`src/rtl/db_ram_pkg.sv`:
```
// Shared constants and grant encoding for the deblocking SRAM arbiter.
package db_ram_pkg;

  localparam int DB_WORD_WIDTH = 16;
  localparam int DB_ADDR_WIDTH = 8;
  localparam int DB_WBUF_DEPTH = 4;

  typedef enum logic [1:0] {
    GNT_IDLE = 2'd0,
    GNT_READ = 2'd1,
    GNT_BUF  = 2'd2,
    GNT_BYP  = 2'd3
  } gnt_t;

endpackage

```
`src/rtl/db_ram_wbuf.sv`:
```
// Circular write buffer; flags whether any stored entry targets the compare address.
module db_ram_wbuf
  import db_ram_pkg::*;
#(
  parameter int AW    = DB_ADDR_WIDTH,
  parameter int DW    = DB_WORD_WIDTH,
  parameter int DEPTH = DB_WBUF_DEPTH
) (
  input  logic                     clk,
  input  logic                     rst_n,
  input  logic                     push,
  input  logic [AW-1:0]            push_addr,
  input  logic [DW-1:0]            push_dat,
  input  logic                     pop,
  input  logic [AW-1:0]            cmp_addr,
  output logic [AW-1:0]            head_addr,
  output logic [DW-1:0]            head_dat,
  output logic                     full,
  output logic                     empty,
  output logic                     hit,
  output logic [$clog2(DEPTH):0]   count
);

  localparam int PW = $clog2(DEPTH);

  logic [AW-1:0] addr_q [DEPTH];
  logic [DW-1:0] dat_q  [DEPTH];
  logic [PW-1:0] wr_ptr;
  logic [PW-1:0] rd_ptr;
  logic [PW:0]   cnt;
  logic [PW-1:0] off;

  always_ff @(posedge clk or negedge rst_n) begin
    if (!rst_n) begin
      wr_ptr <= '0;
      rd_ptr <= '0;
      cnt    <= '0;
      for (int i = 0; i < DEPTH; i++) begin
        addr_q[i] <= '0;
        dat_q[i]  <= '0;
      end
    end else begin
      if (push) begin
        addr_q[wr_ptr] <= push_addr;
        dat_q[wr_ptr]  <= push_dat;
        wr_ptr         <= wr_ptr + 1'b1;
      end
      if (pop) rd_ptr <= rd_ptr + 1'b1;
      case ({push, pop})
        2'b10:   cnt <= cnt + 1'b1;
        2'b01:   cnt <= cnt - 1'b1;
        default: cnt <= cnt;
      endcase
    end
  end

  // An entry is live when its distance from the head is below the fill count.
  always_comb begin
    hit = 1'b0;
    off = '0;
    for (int i = 0; i < DEPTH; i++) begin
      off = PW'(i) - rd_ptr;
      if (({1'b0, off} < cnt) && (addr_q[i] == cmp_addr)) hit = 1'b1;
    end
  end

  assign head_addr = addr_q[rd_ptr];
  assign head_dat  = dat_q[rd_ptr];
  assign full      = (cnt == (PW+1)'(DEPTH));
  assign empty     = (cnt == '0);
  assign count     = cnt;

endmodule

```
`src/rtl/db_ram_1p_arb.sv`:
```
// Single-port SRAM arbiter: buffered writes, prioritised reads, read-after-write protection.
module db_ram_1p_arb
  import db_ram_pkg::*;
#(
  parameter int WORD_WIDTH = DB_WORD_WIDTH,
  parameter int ADDR_WIDTH = DB_ADDR_WIDTH,
  parameter int WBUF_DEPTH = DB_WBUF_DEPTH
) (
  input  logic                  clk,
  input  logic                  rst_n,
  input  logic                  wr_val_i,
  input  logic [ADDR_WIDTH-1:0] wr_addr_i,
  input  logic [WORD_WIDTH-1:0] wr_dat_i,
  output logic                  wr_rdy_o,
  input  logic                  rd_val_i,
  input  logic [ADDR_WIDTH-1:0] rd_addr_i,
  output logic                  rd_rdy_o,
  output logic                  rd_dat_val_o,
  output logic [WORD_WIDTH-1:0] rd_dat_o,
  output logic                  busy_o,
  output logic                  ram_cen_o,
  output logic                  ram_oen_o,
  output logic                  ram_wen_o,
  output logic [ADDR_WIDTH-1:0] ram_addr_o,
  output logic [WORD_WIDTH-1:0] ram_dat_o,
  input  logic [WORD_WIDTH-1:0] ram_dat_i
);

  gnt_t                      gnt;
  logic                      haz;
  logic                      push;
  logic                      pop;
  logic                      full;
  logic                      empty;
  logic                      hit;
  logic [ADDR_WIDTH-1:0]     head_addr;
  logic [WORD_WIDTH-1:0]     head_dat;
  logic [$clog2(WBUF_DEPTH):0] count;
  logic                      rd_p1;

  db_ram_wbuf #(
    .AW    (ADDR_WIDTH),
    .DW    (WORD_WIDTH),
    .DEPTH (WBUF_DEPTH)
  ) u_wbuf (
    .clk       (clk),
    .rst_n     (rst_n),
    .push      (push),
    .push_addr (wr_addr_i),
    .push_dat  (wr_dat_i),
    .pop       (pop),
    .cmp_addr  (rd_addr_i),
    .head_addr (head_addr),
    .head_dat  (head_dat),
    .full      (full),
    .empty     (empty),
    .hit       (hit),
    .count     (count)
  );

  assign haz = rd_val_i & hit;

  // Grant is forced idle while reset is asserted so no SRAM access leaks out.
  always_comb begin
    gnt = GNT_IDLE;
    if (!rst_n)             gnt = GNT_IDLE;
    else if (haz || full)   gnt = GNT_BUF;
    else if (rd_val_i)      gnt = GNT_READ;
    else if (!empty)        gnt = GNT_BUF;
    else if (wr_val_i)      gnt = GNT_BYP;
  end

  assign rd_rdy_o = !(haz | full);
  assign wr_rdy_o = !full;
  assign push     = wr_val_i & !full & (gnt != GNT_BYP);
  assign pop      = (gnt == GNT_BUF);

  always_comb begin
    ram_cen_o  = 1'b1;
    ram_wen_o  = 1'b1;
    ram_addr_o = '0;
    ram_dat_o  = '0;
    case (gnt)
      GNT_READ: begin
        ram_cen_o  = 1'b0;
        ram_addr_o = rd_addr_i;
      end
      GNT_BUF: begin
        ram_cen_o  = 1'b0;
        ram_wen_o  = 1'b0;
        ram_addr_o = head_addr;
        ram_dat_o  = head_dat;
      end
      GNT_BYP: begin
        ram_cen_o  = 1'b0;
        ram_wen_o  = 1'b0;
        ram_addr_o = wr_addr_i;
        ram_dat_o  = wr_dat_i;
      end
      default: ;
    endcase
  end

  assign ram_oen_o = 1'b0;

  always_ff @(posedge clk or negedge rst_n) begin
    if (!rst_n) begin
      rd_p1        <= 1'b0;
      rd_dat_val_o <= 1'b0;
      rd_dat_o     <= '0;
    end else begin
      rd_p1        <= (gnt == GNT_READ);
      rd_dat_val_o <= rd_p1;
      if (rd_p1) rd_dat_o <= ram_dat_i;
    end
  end

  assign busy_o = (count != '0) | rd_p1 | rd_dat_val_o;

endmodule
```
`config.mk`:
```
export PLATFORM = sky130hd
export DESIGN_NAME = db_ram_1p_arb
export DESIGN_NICKNAME = d
export VERILOG_FILES = /design/src/rtl/db_ram_pkg.sv /design/src/rtl/db_ram_wbuf.sv /design/src/rtl/db_ram_1p_arb.sv
export SDC_FILE = /design/constraint.sdc
export NUM_CORES = 1
export LEC_CHECK = 0
export ABC_AREA = 1
export ABC_CLOCK_PERIOD_IN_PS = 3200
export CAP_MARGIN = 20
export CORE_MARGIN = 2
export CORE_UTILIZATION = 50
export DETAILED_ROUTE_END_ITERATION = 6
export GPL_TIMING_DRIVEN = 0
export MAX_ROUTING_LAYER = met4
export PLACE_DENSITY = 0.82
export SYNTH_ARGS = -nofsm -noshare
export SYNTH_HDL_FRONTEND = slang
export SYNTH_SLANG_ARGS = --single-unit
export TNS_END_PERCENT = 30
```
`constraint.sdc`:
```
create_clock -name clk -period 3.2 [get_ports clk]
set_input_delay 0.64 -clock clk [delete_from_list [all_inputs] [get_ports clk]]
set_output_delay 0.64 -clock clk [all_outputs]
set_load 0.02 [all_outputs]
```
==> results.json, run 1 <==
{
  "status": "complete, but fails checks",
  "violations": "design-rule violations, negative setup slack",
  "fin_nets": 1056,
  "grt_pass1_wl_mm": 39.4,
  "place_congestion": 0.965,
  "crit_fanout": 5,
  "synthToLayoutAreaGrowth_pct": 37.6,
  "tightest_slew_ns": 0.751,
  "power.leakage_nw": 4.59,
  "ys.flop_type": "dfrtp_1",
  "initial_core_util": 0.513,
  "die_h_um": 121,
  "grt_max_degree": 70,
  "grt_usage": 0.363,
  "synthCells": 854,
  "fillers": 1011,
  "worstSetupEndpointType": "primary output",
  "power.density_nw_per_um2": 1050,
  "top_usage_layer": "met2",
  "overflow": 0,
  "dieArea_sq_um": 14500,
  "grt_pass1_vias": 7400,
  "maxCapViolCount": 0,
  "hpwl_mm": 14.6,
  "setup_viol_count_final": 29,
  "wl_mm": 25.0,
  "drive_gt1_frac": 0.226,
  "worst_slack_ns": -0.592,
  "synth_area_sq_um": 6790,
  "tritoncts": "built",
  "rr_worst_depth": 24,
  "slew_violations": 0,
  "syn_avg_cell_area_sq_um": 7.95,
  "rr_endpoint": "u_wbuf.count[2]",
  "reg2reg_slack_ns": -0.55,
  "worstSetupPathType": "flip-flop to primary output",
  "io_pins": 99,
  "required_ns": 2.56,
  "cts_made_buffers": 17,
  "yosys.area.top_type": "dfrtp_1",
  "cts-root-buf": "clkbuf_16",
  "max_slew_margin": 0.500,
  "fmax_ghz": 0.264,
  "multi_input_area_sq_um": 3580,
  "drtIter0Drc": 965,
  "row_count": 42,
  "rsz0062_at_grt": "yes",
  "io_buffers": 90,
  "htreeDepth": 4,
  "seq_area_sq_um": 3030,
  "hold_class": "input pin to async pin",
  "ys_seq_elements": 121,
  "syn_nets": 916,
  "hold_viol_final": 0,
  "num_vias": 7345,
  "antenna_found_initial": 0,
  "fin_crit_ns": 3.79,
  "grt.met3_usage": 0.0962,
  "hold_slack_ns": 0.225,
  "critical_path_arrival_ns": 3.15,
  "synth_top_cell_area_share": 0.446,
  "met1_usage": 0.440,
  "clock_latency_ns": 0.43,
  "yosysWarnings": 0,
  "cts_sinks": 121,
  "core_sq_um": 13200,
  "r2r-start": "u_wbuf.rd_ptr[1]",
  "vias_per_cell": 6.21,
  "yosys-top-cells-count": "304 x nand2_1, 121 x dfrtp_1, 105 x nand4_1",
  "die_w_um": 121,
  "clock_skew_ns": 0.00578,
  "num_antenna_cells": 0,
  "ys_seq_area_frac": 0.446,
  "startpoint_type": "flip-flop",
  "synth_edf_count": 0,
  "ir_worst_vdd_mv": 0.509,
  "final_antenna_net_count": 0,
  "clk_pin_slew_worst_paths_ns": 0.05,
  "synth_most_common_cell": "nand2_1",
  "fin_crit_sh": 1.18,
  "final_util": 0.705,
  "synth.area.top_cells": "dfrtp_1 45%, nand2_1 17%, nand4_1 9.7%",
  "cts.path.max_buffers": 2,
  "dr.pass1.iters": 7,
  "yosysUniqueCellTypes": 33,
  "met2_usage": 0.558,
  "route.detailed.drc": 1,
  "routedWlPerCell_um": 21.2,
  "synth_async_sr_flop_share": 1.00,
  "postCtsHoldBufs": 0
}
-- layout by cell type, fill, tap and decap left out, types with 6 or more instances in the layout --
cell	n
inv_1	27
clkdlybuf4s50_1	61
nand2_4	10
mux2_2	16
buf_6	33
buf_4	32
nand3_1	88
xor2_1	9
nand2_1	259
xnor2_1	15
nand3_2	7
nor2_1	18
ha_1	6
clkbuf_8	7
clkbuf_16	19
dfrtp_1	121
nand2_2	36
clkbuf_1	32
buf_2	21
a22oi_1	24
nand4_1	105
-- logic make-up after synthesis --
logic type               synth area share
flip-flops                          0.446
AO/OA/AOI/OAI                      0.0385
adder cells (fa/ha/maj)            0.0195
other                            0.000552
AND/OR/NAND/NOR                     0.362
multiplexers                       0.0265
buffers and inverters              0.0747
XOR/XNOR                           0.0323
-- metrics by stage --
stage          setup TNS [ns]  power [mW]  std cells  setup WS (ns)  cell area [sq um]
6_report               -14.51        9.78       1182         -0.592               9340
5_1_grt                -16.42        10.2       1182         -0.639               9340
4_1_cts                -10.17        9.38       1175         -0.467               9200
3_5_place_dp           -22.89        6.72       1121         -0.957               7960
3_3_place_gp          -871.18        6.59       1120          -4.63               7940
2_1_floorplan               0        5.21        854         0.0206               6810
-- how the worst max path moves through the flow --
stage                          start               to  slack [ns]  cells past startpoint
finish              u_wbuf.rd_ptr[1]    ram_addr_o[6]       -0.59                     20
global route        u_wbuf.rd_ptr[1]    ram_dat_o[15]       -0.64                     21
CTS                 u_wbuf.rd_ptr[1]    ram_dat_o[12]       -0.47                     21
detailed placement  u_wbuf.rd_ptr[0]    ram_addr_o[3]       -0.96                     21
floorplan           u_wbuf.rd_ptr[1]  u_wbuf.count[2]        0.02                     22
global placement               rst_n    ram_dat_o[14]       -4.63                      8
-- state kept, by name (all words and copies together), names as in the netlist --
| name | flops |
|---|---|
| u_wbuf.rd_ptr | 2 |
| u_wbuf.dat_q | 64 |
| rd_p1 | 1 |
| u_wbuf.count | 3 |
| u_wbuf.addr_q | 32 |
| rd_dat_o | 16 |
| rd_dat_val_o | 1 |
| u_wbuf.wr_ptr | 2 |
-- where the power goes --
| part | switching (mW) | leakage [nW] | internal [mW] |
|---|---|---|---|
| Clock | 0.702 | 0.308 | 1.34 |
| Sequential | 0.553 | 1.51 | 2.24 |
| Combinational | 3.01 | 2.77 | 1.93 |
| Total | 4.27 | 4.59 | 5.51 |
-- metal layers --
metal | wire length, um | up-vias
li1 | - | 3166
met1 | 9040 | 3447
met2 | 11700 | 582
met3 | 3020 | 150
met4 | 1280 | 0
met5 | 0 | -
-- critical path: stages (launching register included) --
cell and delay (ns):
dfrtp_1 0.39, clkbuf_8 0.16, nor2_4 0.14, inv_2 0.08
nand2_8 0.08, inv_4 0.04, ha_4 0.26, a21boi_4 0.19
o21ai_2 0.08, nand3_1 0.11, nand2_1 0.09, inv_2 0.06
nand2_2 0.07, nand2_4 0.13, nand4_4 0.13, buf_6 0.18
inv_12 0.08, buf_12 0.14, nand2_2 0.06, nand3_2 0.11
buf_6 0.12
-- area by class of cell --
type | count | area share
multi-input combinational | 623 | 0.383
sequential | 121 | 0.324
timing repair buffer | 121 | 0.135
clock buffer | 24 | 0.0548
buffer | 73 | 0.0484
tap | 176 | 0.0236
inverter | 37 | 0.0188
clock inverter | 7 | 0.0121
-- repair_timing --
action	4_1_cts	5_1_grt
pin swaps	36	20
setup endpoints to repair	30	31
resized for setup	242	37
endpoints found under the hold margin	0	0
gates cloned	3	0
setup buffers	20	9
(Power assumes the default switching activity.)
==> run 2: changes to the inputs <==
--- a/config.mk
+++ b/config.mk
@@ -7,9 +7,9 @@
 export LEC_CHECK = 0
 export ABC_AREA = 1
 export ABC_CLOCK_PERIOD_IN_PS = 3200
-export CAP_MARGIN = 20
 export CORE_MARGIN = 2
 export CORE_UTILIZATION = 50
+export CTS_CLUSTER_DIAMETER = 150
 export DETAILED_ROUTE_END_ITERATION = 6
 export GPL_TIMING_DRIVEN = 0
 export MAX_ROUTING_LAYER = met4
==> results of run 2 <==
Final layout, timing and power as in run 1 (identical DEF).
==> run 3: changes to the inputs <==
--- a/config.mk
+++ b/config.mk
@@ -6,7 +6,7 @@
 export NUM_CORES = 1
 export LEC_CHECK = 0
 export ABC_AREA = 1
-export ABC_CLOCK_PERIOD_IN_PS = 3200
+export ABC_CLOCK_PERIOD_IN_PS = 3100
 export CORE_MARGIN = 2
 export CORE_UTILIZATION = 50
 export CTS_CLUSTER_DIAMETER = 150
==> constraint.sdc (replaced) <==
create_clock -name clk -period 3.1 [get_ports clk]
set_input_delay 0.62 -clock clk [delete_from_list [all_inputs] [get_ports clk]]
set_output_delay 0.62 -clock clk [all_outputs]
set_load 0.02 [all_outputs]
==> results.json, run 3 (synthesis results as in run 1) <==
{
  "route.detailed.drc": 0,
  "top_regs": "u_wbuf.dat_q x64, u_wbuf.addr_q x32, rd_dat_o x16",
  "die_w_um": 121,
  "overflow": 0,
  "worstSetupPathType": "flip-flop to primary output",
  "io_pins": 99,
  "drtIter0Drc": 956,
  "rsz0062_at_grt": "yes",
  "status": "complete, but fails checks",
  "setup_viol_count_final": 29,
  "wl_mm": 23.8,
  "slew_violations": 0,
  "initial_core_util": 0.513,
  "top_register": "u_wbuf.dat_q",
  "ir_worst_vdd_mv": 0.499,
  "fin_crit_ns": 3.65,
  "hold_class": "input pin to async pin",
  "power.leakage_nw": 4.55,
  "grt_pass1_vias": 6909,
  "startpoint_type": "flip-flop",
  "layout_common_cells": "247 x nand2_1, 121 x dfrtp_1, 105 x nand4_1",
  "violations": "negative setup slack",
  "antenna_found_initial": 0,
  "post-place-ws_ns": -0.954,
  "maxCapViolCount": 0,
  "crit_fanout": 8,
  "largest_reg_flops": 64,
  "clock_latency_ns": 0.43,
  "final_antenna_net_count": 0,
  "cts-root-buf": "clkbuf_16",
  "vias_per_cell": 6.11,
  "dieArea_sq_um": 14500,
  "instances_no_fill": 1178,
  "cts_sinks": 121,
  "clock_skew_ns": 0.00752,
  "synthToLayoutAreaGrowth_pct": 37.2,
  "row_count": 42,
  "critical_path_arrival_ns": 3.03,
  "tightest_slew_ns": 0.730,
  "io_buffers": 90,
  "grt_max_degree": 86,
  "grt_pass1_wl_mm": 36.5,
  "fmax_ghz": 0.274,
  "cts.path.max_buffers": 2,
  "hold_viol_final": 0,
  "dpl.cell_count": 1121,
  "dr.pass1.iters": 6,
  "tritoncts": "built",
  "die_h_um": 121,
  "power.total_mw": 9.96,
  "hpwl_mm": 14.4,
  "num_antenna_cells": 0,
  "htreeDepth": 4,
  "max_slew_margin": 0.513,
  "grt_usage": 0.337,
  "cts_made_buffers": 17,
  "required_ns": 2.48,
  "routedWlPerCell_um": 20.2,
  "power.density_nw_per_um2": 1070,
  "fin_nets": 1052,
  "fin_crit_sh": 1.18,
  "tns_ns": -14.12,
  "fillers": 1003,
  "core_sq_um": 13200,
  "worst_slack_ns": -0.547,
  "clk_pin_slew_worst_paths_ns": 0.05,
  "drive_gt1_frac": 0.238,
  "final_common_cell": "nand2_1",
  "worstSetupEndpointType": "primary output",
  "place_congestion": 0.934,
  "num_vias": 7197
}
run 3: cell type report:
| class | instances | area [sq um] | share of cell area |
|---|---|---|---|
| clock buffer | 24 | 512 | 0.0550 |
| timing repair buffer | 117 | 1210 | 0.130 |
| inverter | 37 | 169 | 0.0181 |
| clock inverter | 7 | 113 | 0.0121 |
| multi-input combinational | 623 | 3600 | 0.387 |
| tap | 176 | 220 | 0.0237 |
| buffer | 73 | 458 | 0.0492 |
| sequential | 121 | 3030 | 0.325 |
run 3: path summary, 6_finish.rpt:
check / startpoint / endpoint / slack (ns) / cells past startpoint
max: u_wbuf.rd_ptr[1] / ram_dat_o[7] / -0.55 / 20
min: rst_n / rd_dat_o[5] / 0.09 / 1
max reg2reg: u_wbuf.rd_ptr[1] / u_wbuf.count[2] / -0.38 / 24
min reg2reg: rd_p1 / rd_dat_val_o / 0.38 / 0
max in group asynchronous: rst_n / u_wbuf.dat_q[51] / 2.25 / 2
min in group clk: rd_p1 / rd_dat_val_o / 0.38 / 0
run 3: layer usage:
metal / share of wire / vias to the layer above / wire length, um / GRT usage
met1: 0.37 / 3414 / 8780 / 0.416
li1: - / 3167 / - / -
met4: 0.044 / 0 / 1050 / 0.166
met2: 0.48 / 510 / 11400 / 0.516
met5: 0 / - / 0 / -
met3: 0.11 / 106 / 2600 / 0.0906
run 3: stage by stage:
stage	hold slack, ns	area (sq um)	utilization
CTS	0.107	9150	0.691
floorplan	0.324	6850	-
global placement	0.357	7970	0.602
finish	0.0933	9310	0.703
global route	0.114	9310	0.703
detailed placement	0.357	8000	0.604
run 3: power by group:
group	total [mW]	leakage, nW	internal [mW]	switching [mW]
combinational	5.02	2.73	1.97	3.05
sequential	2.85	1.51	2.31	0.535
clock	2.09	0.308	1.38	0.708
total	9.96	4.55	5.66	4.29
run 3: repair_timing:
item / in CTS / in global routing
hold buffers: 0 / 0
setup buffers: 16 / 10
gates resized for setup: 241 / 40
setup endpoints to repair: 30 / 31
pin swaps: 38 / 21
cloned: 3 / 0
run 3: critical path: stages (launching register included):
cell and delay [ns]:
dfrtp_1 0.40, buf_8 0.15, clkbuf_16 0.15, nand2_8 0.06, nand2_4 0.07, inv_4 0.06
ha_4 0.19, a21boi_4 0.14, o21ai_2 0.17, nand3_1 0.09, nand2_1 0.07, inv_1 0.05
nand2_2 0.09, nand2_4 0.09, nand3_4 0.09, nand2_4 0.09, nor2_8 0.22, buf_12 0.17
nand2_2 0.05, nand2_2 0.07, buf_6 0.11
